## config.mk

```make
export PLATFORM = sky130hd
export DESIGN_NAME = mcsr_unit_flat
export DESIGN_NICKNAME = d
export VERILOG_FILES = /design/src/rtl/mcsr_unit_pkg.sv /design/src/rtl/mcsr_unit_if.sv /design/src/rtl/csr_counter64.sv /design/src/rtl/mcsr_unit.sv /design/src/flat_wrapper.sv
export SDC_FILE = /design/constraint.sdc
export NUM_CORES = 1
export LEC_CHECK = 0
export CORE_MARGIN = 8
export CORE_UTILIZATION = 40
export CTS_BUF_LIST = sky130_fd_sc_hd__clkbuf_16
export CTS_CLUSTER_DIAMETER = 150
export CTS_CLUSTER_SIZE = 28
export DETAILED_ROUTE_END_ITERATION = 10
export PLACE_DENSITY = 0.71
export SETUP_SLACK_MARGIN = 0.3
export SLEW_MARGIN = 20
export SYNTH_ARGS = -nofsm -noshare
export SYNTH_HDL_FRONTEND = slang
export SYNTH_SLANG_ARGS = --single-unit
```

## constraint.sdc

```tcl
create_clock -name clk -period 7.3 [get_ports clk]
set_clock_uncertainty 0.05 [all_clocks]
set_input_delay 0.73 -clock clk [delete_from_list [all_inputs] [get_ports clk]]
set_output_delay 0.73 -clock clk [all_outputs]
set_load 0.02 [all_outputs]
```

## src/rtl/mcsr_unit_pkg.sv

```systemverilog
// Shared CSR addresses, write-type encoding, status/interrupt bit positions and cause codes.
// Counter CSR addresses are only decoded by mcsr_unit when CSR_COUNTERS_EN is defined.
package csr_pkg;

  localparam int unsigned XLEN    = 32;
  localparam int unsigned ADDR_W  = 12;
  localparam int unsigned CAUSE_W = 5;

  localparam logic [ADDR_W-1:0] CSR_MSTATUS   = 12'h300;
  localparam logic [ADDR_W-1:0] CSR_MISA      = 12'h301;
  localparam logic [ADDR_W-1:0] CSR_MIE       = 12'h304;
  localparam logic [ADDR_W-1:0] CSR_MTVEC     = 12'h305;
  localparam logic [ADDR_W-1:0] CSR_MSCRATCH  = 12'h340;
  localparam logic [ADDR_W-1:0] CSR_MEPC      = 12'h341;
  localparam logic [ADDR_W-1:0] CSR_MCAUSE    = 12'h342;
  localparam logic [ADDR_W-1:0] CSR_MTVAL     = 12'h343;
  localparam logic [ADDR_W-1:0] CSR_MIP       = 12'h344;
  localparam logic [ADDR_W-1:0] CSR_MVENDORID = 12'hF11;
  localparam logic [ADDR_W-1:0] CSR_MARCHID   = 12'hF12;
  localparam logic [ADDR_W-1:0] CSR_MIMPID    = 12'hF13;
  localparam logic [ADDR_W-1:0] CSR_MHARTID   = 12'hF14;
  localparam logic [ADDR_W-1:0] CSR_MCYCLE    = 12'hB00;
  localparam logic [ADDR_W-1:0] CSR_MCYCLEH   = 12'hB80;
  localparam logic [ADDR_W-1:0] CSR_MINSTRET  = 12'hB02;
  localparam logic [ADDR_W-1:0] CSR_MINSTRETH = 12'hB82;
  localparam logic [ADDR_W-1:0] CSR_CYCLE     = 12'hC00;
  localparam logic [ADDR_W-1:0] CSR_CYCLEH    = 12'hC80;
  localparam logic [ADDR_W-1:0] CSR_INSTRET   = 12'hC02;
  localparam logic [ADDR_W-1:0] CSR_INSTRETH  = 12'hC82;

  localparam logic [XLEN-1:0] MISA_VALUE = 32'h4000_0100;

  typedef enum logic [1:0] {
    WT_NONE  = 2'b00,
    WT_WRITE = 2'b01,
    WT_SET   = 2'b10,
    WT_CLEAR = 2'b11
  } write_type_e;

  localparam int unsigned MSTATUS_MIE_BIT  = 3;
  localparam int unsigned MSTATUS_MPIE_BIT = 7;
  localparam int unsigned MIE_MSI_BIT      = 3;
  localparam int unsigned MIE_MTI_BIT      = 7;
  localparam int unsigned MIE_MEI_BIT      = 11;

  localparam logic [CAUSE_W-1:0] IRQ_CODE_SW    = 5'd3;
  localparam logic [CAUSE_W-1:0] IRQ_CODE_TIMER = 5'd7;
  localparam logic [CAUSE_W-1:0] IRQ_CODE_EXT   = 5'd11;

  // Place {ext, timer, sw} flags at their mie/mip bit positions.
  function automatic logic [XLEN-1:0] irq_word(input logic [2:0] flags);
    logic [XLEN-1:0] w;
    w              = '0;
    w[MIE_MEI_BIT] = flags[2];
    w[MIE_MTI_BIT] = flags[1];
    w[MIE_MSI_BIT] = flags[0];
    return w;
  endfunction

endpackage

```

## src/rtl/mcsr_unit_if.sv

```systemverilog
// CSR access, trap/return and interrupt signal bundle between the core and mcsr_unit.
interface mcsr_unit_if;
  import csr_pkg::*;

  logic [ADDR_W-1:0]  addr;
  logic [XLEN-1:0]    bus;
  logic               read;
  logic               write;
  write_type_e        write_type;
  logic               trap;
  logic               trap_irq;
  logic [CAUSE_W-1:0] trap_cause;
  logic [XLEN-1:0]    trap_val;
  logic               ret;
  logic               retire;
  logic               irq_ext;
  logic               irq_timer;
  logic               irq_sw;
  logic [XLEN-1:0]    csr_out;
  logic               invalid;
  logic               irq_pending;
  logic [CAUSE_W-1:0] irq_cause;
  logic [XLEN-1:0]    trap_vector;

  modport master (
    output addr, bus, read, write, write_type, trap, trap_irq, trap_cause, trap_val,
           ret, retire, irq_ext, irq_timer, irq_sw,
    input  csr_out, invalid, irq_pending, irq_cause, trap_vector
  );

  modport slave (
    input  addr, bus, read, write, write_type, trap, trap_irq, trap_cause, trap_val,
           ret, retire, irq_ext, irq_timer, irq_sw,
    output csr_out, invalid, irq_pending, irq_cause, trap_vector
  );
endinterface

```

## src/rtl/csr_counter64.sv

```systemverilog
// 64-bit free-running counter with per-half overwrite; a half write suppresses that cycle's increment.
// Only built when CSR_COUNTERS_EN is defined.
`ifdef CSR_COUNTERS_EN
module csr_counter64 (
  input  logic        clk,
  input  logic        rst,
  input  logic        i_inc,
  input  logic        i_wr_lo,
  input  logic        i_wr_hi,
  input  logic [31:0] i_wdata,
  output logic [63:0] o_count
);
  logic [63:0] r_count;

  always_ff @(posedge clk) begin
    if (rst)          r_count        <= '0;
    else if (i_wr_lo) r_count[31:0]  <= i_wdata;
    else if (i_wr_hi) r_count[63:32] <= i_wdata;
    else if (i_inc)   r_count        <= r_count + 64'd1;
  end

  assign o_count = r_count;
endmodule
`endif

```

## src/rtl/mcsr_unit.sv

```systemverilog
// Machine-mode CSR file: trap entry/return, interrupt pending/cause and trap vector generation.
// Define CSR_COUNTERS_EN to add mcycle/minstret (and their user aliases).
module mcsr_unit
  import csr_pkg::*;
#(
  parameter logic [31:0] MHARTID     = 32'd0,
  parameter logic [31:0] MTVEC_RESET = 32'h4
) (
  input logic        clk,
  input logic        rst,
  mcsr_unit_if.slave csr
);
  logic [XLEN-1:0]    w_rdata;
  logic [XLEN-1:0]    w_wdata;
  logic               w_impl;
  logic               w_wr_en;
  logic               r_mstatus_mie;
  logic               r_mstatus_mpie;
  logic [2:0]         r_mie;
  logic [2:0]         r_mip;
  logic [29:0]        r_mtvec_base;
  logic               r_mtvec_mode;
  logic [XLEN-1:0]    r_mscratch;
  logic [29:0]        r_mepc;
  logic               r_mcause_irq;
  logic [CAUSE_W-1:0] r_mcause_code;
  logic [XLEN-1:0]    r_mtval;
  logic [2:0]         w_pend;

`ifdef CSR_COUNTERS_EN
  logic [63:0] w_mcycle;
  logic [63:0] w_minstret;

  csr_counter64 u_mcycle (
    .clk     (clk),
    .rst     (rst),
    .i_inc   (1'b1),
    .i_wr_lo (w_wr_en && csr.addr == CSR_MCYCLE),
    .i_wr_hi (w_wr_en && csr.addr == CSR_MCYCLEH),
    .i_wdata (w_wdata),
    .o_count (w_mcycle)
  );

  csr_counter64 u_minstret (
    .clk     (clk),
    .rst     (rst),
    .i_inc   (csr.retire),
    .i_wr_lo (w_wr_en && csr.addr == CSR_MINSTRET),
    .i_wr_hi (w_wr_en && csr.addr == CSR_MINSTRETH),
    .i_wdata (w_wdata),
    .o_count (w_minstret)
  );
`else
  logic w_unused;
  assign w_unused = csr.retire;
`endif

  // Read mux; anything not listed is unimplemented.
  always_comb begin
    w_rdata = '0;
    w_impl  = 1'b1;
    case (csr.addr)
      CSR_MVENDORID, CSR_MARCHID, CSR_MIMPID: w_rdata = '0;
      CSR_MHARTID:  w_rdata = MHARTID;
      CSR_MISA:     w_rdata = MISA_VALUE;
      CSR_MSTATUS: begin
        w_rdata[12:11]            = 2'b11;
        w_rdata[MSTATUS_MPIE_BIT] = r_mstatus_mpie;
        w_rdata[MSTATUS_MIE_BIT]  = r_mstatus_mie;
      end
      CSR_MIE:      w_rdata = irq_word(r_mie);
      CSR_MIP:      w_rdata = irq_word(r_mip);
      CSR_MTVEC:    w_rdata = {r_mtvec_base, 1'b0, r_mtvec_mode};
      CSR_MSCRATCH: w_rdata = r_mscratch;
      CSR_MEPC:     w_rdata = {r_mepc, 2'b00};
      CSR_MCAUSE:   w_rdata = {r_mcause_irq, 26'd0, r_mcause_code};
      CSR_MTVAL:    w_rdata = r_mtval;
`ifdef CSR_COUNTERS_EN
      CSR_MCYCLE,    CSR_CYCLE:    w_rdata = w_mcycle[31:0];
      CSR_MCYCLEH,   CSR_CYCLEH:   w_rdata = w_mcycle[63:32];
      CSR_MINSTRET,  CSR_INSTRET:  w_rdata = w_minstret[31:0];
      CSR_MINSTRETH, CSR_INSTRETH: w_rdata = w_minstret[63:32];
`endif
      default:      w_impl = 1'b0;
    endcase
  end

  always_comb begin
    w_wdata = w_rdata;
    case (csr.write_type)
      WT_WRITE: w_wdata = csr.bus;
      WT_SET:   w_wdata = w_rdata | csr.bus;
      WT_CLEAR: w_wdata = w_rdata & ~csr.bus;
      default:  w_wdata = w_rdata;
    endcase
  end

  assign csr.csr_out = w_rdata;
  assign csr.invalid = (csr.read | csr.write) &
                       (~w_impl | (csr.write & (csr.write_type != WT_NONE) & (csr.addr[11:10] == 2'b11)));
  assign w_wr_en     = csr.write & (csr.write_type != WT_NONE) & ~csr.invalid & ~csr.trap & ~csr.ret;

  always_ff @(posedge clk) begin
    if (rst) begin
      r_mstatus_mie  <= 1'b0;
      r_mstatus_mpie <= 1'b0;
      r_mie          <= '0;
      r_mip          <= '0;
      r_mtvec_base   <= MTVEC_RESET[31:2];
      r_mtvec_mode   <= MTVEC_RESET[0];
      r_mscratch     <= '0;
      r_mepc         <= '0;
      r_mcause_irq   <= 1'b0;
      r_mcause_code  <= '0;
      r_mtval        <= '0;
    end else begin
      r_mip <= {csr.irq_ext, csr.irq_timer, csr.irq_sw};
      if (csr.trap) begin
        r_mepc         <= csr.bus[31:2];
        r_mcause_irq   <= csr.trap_irq;
        r_mcause_code  <= csr.trap_cause;
        r_mtval        <= csr.trap_irq ? '0 : csr.trap_val;
        r_mstatus_mpie <= r_mstatus_mie;
        r_mstatus_mie  <= 1'b0;
      end else if (csr.ret) begin
        r_mstatus_mie  <= r_mstatus_mpie;
        r_mstatus_mpie <= 1'b1;
      end else if (w_wr_en) begin
        case (csr.addr)
          CSR_MSTATUS: begin
            r_mstatus_mie  <= w_wdata[MSTATUS_MIE_BIT];
            r_mstatus_mpie <= w_wdata[MSTATUS_MPIE_BIT];
          end
          CSR_MIE:      r_mie <= {w_wdata[MIE_MEI_BIT], w_wdata[MIE_MTI_BIT], w_wdata[MIE_MSI_BIT]};
          CSR_MTVEC: begin
            r_mtvec_base <= w_wdata[31:2];
            // Reserved modes 2/3 leave the current mode untouched.
            if (!w_wdata[1]) r_mtvec_mode <= w_wdata[0];
          end
          CSR_MSCRATCH: r_mscratch <= w_wdata;
          CSR_MEPC:     r_mepc     <= w_wdata[31:2];
          CSR_MCAUSE: begin
            r_mcause_irq  <= w_wdata[31];
            r_mcause_code <= w_wdata[CAUSE_W-1:0];
          end
          CSR_MTVAL:    r_mtval    <= w_wdata;
          default: ;
        endcase
      end
    end
  end

  // Interrupt arbitration: external > software > timer.
  assign w_pend          = r_mip & r_mie;
  assign csr.irq_pending = r_mstatus_mie & (|w_pend);
  always_comb begin
    csr.irq_cause = '0;
    if (csr.irq_pending) begin
      if (w_pend[2])      csr.irq_cause = IRQ_CODE_EXT;
      else if (w_pend[0]) csr.irq_cause = IRQ_CODE_SW;
      else                csr.irq_cause = IRQ_CODE_TIMER;
    end
  end

  assign csr.trap_vector = {r_mtvec_base, 2'b00} +
                           ((r_mtvec_mode & csr.trap_irq) ? {25'd0, csr.trap_cause, 2'b00} : 32'd0);
endmodule
```

## src/flat_wrapper.sv

```systemverilog
// flat-port wrapper written by rule: the top's interface ports become plain ports
module mcsr_unit_flat import csr_pkg::*;
#(
  parameter logic [31:0] MHARTID     = 32'd0,
  parameter logic [31:0] MTVEC_RESET = 32'h4
)
  (clk, rst, csr_addr, csr_bus, csr_read, csr_write, csr_write_type, csr_trap, csr_trap_irq, csr_trap_cause, csr_trap_val, csr_ret, csr_retire, csr_irq_ext, csr_irq_timer, csr_irq_sw, csr_csr_out, csr_invalid, csr_irq_pending, csr_irq_cause, csr_trap_vector);
  mcsr_unit_if csr_i ();
  input logic clk;
  input logic rst;
  input wire logic [$bits(csr_i.addr)-1:0] csr_addr;
  input wire logic [$bits(csr_i.bus)-1:0] csr_bus;
  input wire logic [$bits(csr_i.read)-1:0] csr_read;
  input wire logic [$bits(csr_i.write)-1:0] csr_write;
  input wire logic [$bits(csr_i.write_type)-1:0] csr_write_type;
  input wire logic [$bits(csr_i.trap)-1:0] csr_trap;
  input wire logic [$bits(csr_i.trap_irq)-1:0] csr_trap_irq;
  input wire logic [$bits(csr_i.trap_cause)-1:0] csr_trap_cause;
  input wire logic [$bits(csr_i.trap_val)-1:0] csr_trap_val;
  input wire logic [$bits(csr_i.ret)-1:0] csr_ret;
  input wire logic [$bits(csr_i.retire)-1:0] csr_retire;
  input wire logic [$bits(csr_i.irq_ext)-1:0] csr_irq_ext;
  input wire logic [$bits(csr_i.irq_timer)-1:0] csr_irq_timer;
  input wire logic [$bits(csr_i.irq_sw)-1:0] csr_irq_sw;
  output wire logic [$bits(csr_i.csr_out)-1:0] csr_csr_out;
  output wire logic [$bits(csr_i.invalid)-1:0] csr_invalid;
  output wire logic [$bits(csr_i.irq_pending)-1:0] csr_irq_pending;
  output wire logic [$bits(csr_i.irq_cause)-1:0] csr_irq_cause;
  output wire logic [$bits(csr_i.trap_vector)-1:0] csr_trap_vector;
  assign csr_i.addr = csr_addr;
  assign csr_i.bus = csr_bus;
  assign csr_i.read = csr_read;
  assign csr_i.write = csr_write;
  assign csr_i.write_type = csr_write_type;
  assign csr_i.trap = csr_trap;
  assign csr_i.trap_irq = csr_trap_irq;
  assign csr_i.trap_cause = csr_trap_cause;
  assign csr_i.trap_val = csr_trap_val;
  assign csr_i.ret = csr_ret;
  assign csr_i.retire = csr_retire;
  assign csr_i.irq_ext = csr_irq_ext;
  assign csr_i.irq_timer = csr_irq_timer;
  assign csr_i.irq_sw = csr_irq_sw;
  assign csr_csr_out = csr_i.csr_out;
  assign csr_invalid = csr_i.invalid;
  assign csr_irq_pending = csr_i.irq_pending;
  assign csr_irq_cause = csr_i.irq_cause;
  assign csr_trap_vector = csr_i.trap_vector;
  mcsr_unit #(.MHARTID(MHARTID), .MTVEC_RESET(MTVEC_RESET)) u_core (.clk(clk), .rst(rst), .csr(csr_i));
endmodule
```

# Yosys cells after proc, flatten, opt, wreduce, memory -nomap -nowiden

Index checks and enable logic that the tools add are counted.

Input port bits: 94
RAM bits: 0
Register bits: 139
Memories: 0
Latch bits: 0
Memory bits (read-only): 0
Word-level logic and storage cells: 107

Muxes and demuxes: 37
Div/mod/pow operators: 0
Add/subtract/negate cells: 1
Equality and inequality tests: 18
Multipliers: 0
$lt $le $gt $ge: 0
Bitwise logic cells: 19
Shift operators: 0
Reductions and logical operators: 21

Operators by type and width:

| operator                                                                 | count |
|---|---|
| 32-bit two-way mux                                                       | 5 |
| 30-bit two-way mux                                                       | 4 |
| 19-bit one-hot mux with 6 select lines                                   | 1 |
| 12-bit by 10-bit equality test with 1-bit output (second input constant) | 9 |
| 32-bit one-hot mux with 3 select lines                                   | 1 |
| 12-bit equality test (second input constant)                             | 4 |
| 3-bit one-hot mux with 5 select lines                                    | 3 |
| 32-bit adder                                                             | 1 |
| 32-bit AND                                                               | 1 |
| 32-bit inverter                                                          | 1 |
| 32-bit bitwise OR                                                        | 1 |
| 5-bit two-way mux                                                        | 6 |
| 2-bit one-hot mux with 7 select lines                                    | 1 |
| 2-bit nonzero test                                                       | 7 |
| 13-bit OR reduction                                                      | 1 |
| 1-bit two-way mux                                                        | 12 |
| 4-bit AND reduction                                                      | 3 |
| 3-bit AND reduction                                                      | 3 |
| 1-bit AND                                                                | 8 |
| 1-bit one-hot mux with 8 select lines                                    | 1 |
| 7-bit two-way mux                                                        | 1 |
| 1-bit one-hot mux with 7 select lines                                    | 1 |
| 2-bit equality test (second input constant)                              | 3 |
| 3-bit nonzero test                                                       | 2 |
| other kinds (10)                                                         | 16 |

# Depth between registers and ports, before layout

Depth in word-level cells: 13
Depth in mapped cells: 10

# Least setup slack after synthesis

No wires, ideal clock.

Path kind: input -> output
Start point: input csr_trap_irq
End point: output csr_trap_vector[28]
Cell stages on the path: 10
Required time: 6.520 ns
Data arrival time: 2.761 ns
Path buffers: 0
Slack: 3.759 ns
Cell sequence: and3_1 -> ha_1 -> inv_1 -> fa_1 -> nor2b_1 -> o21a_1 -> o21ai_0 -> a211oi_1 -> nand3_1 -> xnor2_1

Cells in the longest elaborated chain, start to end: 3

RTL lines:

| item              | RTL line           | source |
|---|---|---|
| from (decl)       | flat_wrapper.sv:17 | `input wire logic [$bits(csr_i.trap_irq)-1:0] csr_trap_irq;` |
| 1-bit AND         | mcsr_unit.sv:166   | `((r_mtvec_mode & csr.trap_irq) ? {25'd0, csr.trap_cause, 2'b00} : 32'd0);` |
| 7-bit two-way mux | mcsr_unit.sv:166   |  |
| 32-bit adder      | mcsr_unit.sv:165   | `assign csr.trap_vector = {r_mtvec_base, 2'b00} +` |
| to (decl)         | flat_wrapper.sv:29 | `output wire logic [$bits(csr_i.trap_vector)-1:0] csr_trap_vector;` |

No other way between the ends.

# Final worst setup path

Start point: input csr_trap_irq
End point: output csr_trap_vector[14]

The elaborated chain is that of the path after synthesis.

==> reports/qor.csv <==
stage;metric;value;unit
status;outcome;finished, final reports clean;
cells_and_area;final_util;51.3;%
grt;grt.overflow.total;0;
critical_path;worstPathRequired;6.52;ns
grt;grt_max_degree;48;
flow_run;drv_cap;0;
sta;fmax;0.190;GHz
clocking;cts_max_level;4;
route;first_pass_iters;6;
route;vias;8831;
synth;synthAdderAreaFrac;0.973;%
clocking;cts_hold_buffers;0;
worst_hold_path;min-delay-path-class;flop to flop;
floorplanning;start_util;40.5;%
synth;avgSynthCellArea;8.11;um^2
synth;synth-seq-area-share;32.8;%
clocking;cts.clk_slew.worst_paths;0.06;ns
place;hpwl;22000;um
route;drt-wirelength-per-cell;22.1;um
cells_and_area;fin_nets;1253;
sta;tns;0;ns
floorplanning;die_w;162;um
sta;period_share;72.2;%
sta;rsz0062_at_grt;false;
clocking;clkLatencyLatePin;0.43;ns
synth;async_flop_share;0;%
critical_path;worst_path_largest_cell_delay;0.71;ns
sta;maxSlewViolCount;0;
cells_and_area;insertedDiodeCount;0;
place;pre_cts_slack;2.07;ns
grt;grt_pass1_wl;49500;um
route;ant_nets;0;
grt;grt_pass1_vias;8561;
clocking;cts_resized;0;
floorplanning;io_pins;165;
power;p_leak;4.10;nW
grt;grt_usage;23.9;%
critical_path;slowest_stage;a21oi_1;
synth;ys_types;76;
synth;synthCells;1047;
place;numPortBuffers;160;
floorplanning;die_area;26100;um^2
critical_path;arrival;4.49;ns
sta;setup_viol;0;
place;placed_cells;1409;
clocking;numCtsBuffers;17;
synth;synthSimpleGateAreaFrac;19.7;%
synth;synthFlopType;dfxtp_1;
sta;finalCriticalPeriod;5.27;ns
power;ir_drop;0.176;mV
synth;synth_edf_count;0;
cells_and_area;layout.cells.non_filler;1441;
cells_and_area;drive_gt1_share;8.58;%
critical_path;crit_type;primary input to output pin;
critical_path;path_common_cell;clkdlybuf4s50_1;
power;power_density;178;nW/um^2
floorplanning;core_area;21000;um^2
clocking;cts_tree;done;
synth;synth_area_leaders;dfxtp_1 (33%), a22o_1 (5.1%), nand2_1 (4.9%), xnor2_1 (4.3%), mux2_2 (4.2%);
critical_path;start_kind;primary input;
route;post_drt_via_cell_ratio;6.13;
synth;synth_seq_cells;139;
synth;synth_area;8490;um^2
place;gp_congestion;0.975;
sta;relSlewSlack;33.1;%
clocking;post_cts_buffers;0;
cells_and_area;area_growth;26.6;%
synth;synth.most_common_cell;dfxtp_1;
clocking;cts_root_buf;clkbuf_16;
route;drt_iter0_drc;1068;
cells_and_area;stdcell_area;10800;um^2
clocking;clockBufferDepth;2;
synth;yosys.area.top_type;dfxtp_1;
synth;post-synth-top-area-fraction;32.8;%
floorplanning;die_height;162;um
floorplanning;fp-row-count;53;
critical_path;worstSetupEndpointType;output pin;
critical_path;path_cells;clkdlybuf4s50_1 > and3_1 > ha_1 > inv_1 > fa_1 > nor2b_1 > o21a_1 > o21ai_0 > a21oi_1 > nand4_1 > xnor2_1 > clkdlybuf4s50_1;
synth;muxShareOfSynthArea;5.22;%
power;total_power;1.91;mW
critical_path;critPathMaxFanout;8;
route;drcViolationCount;0;
sta;worst_slew_pin_slew;1.00;ns
synth;synth_top_family_by_area;compound AO/OA/AOI/OAI gates;
sta;finalHoldViolCount;0;
synth;synth_xor_area_share;5.36;%
sta;holdWs;0.402;ns
sta;worst_slack;2.03;ns
synth;synth_common_cells;dfxtp_1 (139), nand2_1 (110), nor2_1 (87);
route;wl;31800;um
clocking;cts_sinks;139;
place;place_area;10200;um^2
synth;synth_compound_area_share;28.9;%
grt;antenna_found_initial;0;
synth;yosysWarnings;0;
-- metal layers --
layer  up-vias  routed length (um)  global-route usage, %
met5         -                   0                      0
met3        65                3200                   5.42
met1      4202               13400                   31.3
li1       4086                   -                      -
met2       478               14300                   37.9
met4         0                 918                   9.01
-- registers in the layout (all words and copies together), names as in the netlist, 3 cells and up --
register and flops:
u_core.r_mscratch 32, u_core.r_mtval 32, u_core.r_mepc 30, u_core.r_mtvec_base 30, u_core.r_mcause_code 5, u_core.r_mie 3, u_core.r_mip 3
-- layout make-up --
cell class                 instances  area, um^2
clock buffer                      17         425
clock inverter                    15         134
fill                            2036       10200
inverter                          46         173
multi-input combinational        772        5180
sequential                       139        2780
tap                              275         344
timing repair buffer             177        1710
-- final timing paths --
path,cells past startpoint,endpoint,slack (ns),startpoint
setup reg to reg,6,u_core.r_mepc[5]$_SDFFE_PP0P_,5.09,u_core.r_mepc[5]$_SDFFE_PP0P_
setup / recovery,12,csr_trap_vector[14],2.03,csr_trap_irq
hold / removal,2,u_core.r_mscratch[13]$_SDFFE_PP0P_,0.40,u_core.r_mscratch[13]$_SDFFE_PP0P_
hold reg to reg,2,u_core.r_mscratch[13]$_SDFFE_PP0P_,0.40,u_core.r_mscratch[13]$_SDFFE_PP0P_
-- power breakdown --
part / leakage, nW / switching, mW / internal (mW) / total, mW
sequential: 1.13 / 0.0131 / 0.783 / 0.796
combinational: 2.68 / 0.157 / 0.121 / 0.278
clock: 0.281 / 0.340 / 0.496 / 0.836
-- cells by family after synthesis --
kind of cell	after synthesis
other cells	1
flops	139
simple gates	335
mux	39
compound gates	337
xor+xnor	52
buf+inv	138
fa+ha+maj	6
-- critical path: cells and delay by family --
kind,cells,cell delay (ns)
AO/OA/AOI/OAI,3,0.99
adder cells (fa/ha/maj),2,0.59
XOR/XNOR,1,0.29
buffers and inverters,3,1.35
AND/OR/NAND/NOR,3,0.54
-- placed cells by master, fill, tap and decap left out, types with 7 or more instances in the layout --
cell type / synthesis / routed
nand3_1: 20 / 20
clkdlybuf4s50_1: 0 / 156
or3_1: 7 / 7
buf_4: 10 / 17
clkbuf_16: 0 / 17
o21ai_0: 64 / 64
inv_1: 46 / 49
and2_1: 7 / 7
and3_1: 14 / 14
nand2_1: 110 / 109
dfxtp_1: 139 / 139
a22oi_1: 17 / 17
nor2_1: 87 / 87
a22o_1: 49 / 49
xor2_1: 10 / 10
a211oi_1: 31 / 31
a21oi_1: 41 / 41
a222oi_1: 26 / 26
nand4_1: 10 / 10
a31oi_1: 11 / 11
o21ai_1: 17 / 17
mux2_2: 32 / 32
or2_0: 18 / 18
a221o_1: 21 / 21
a32oi_1: 25 / 25
xnor2_1: 42 / 42
nor3_1: 11 / 11
(Power assumes the default switching activity.)
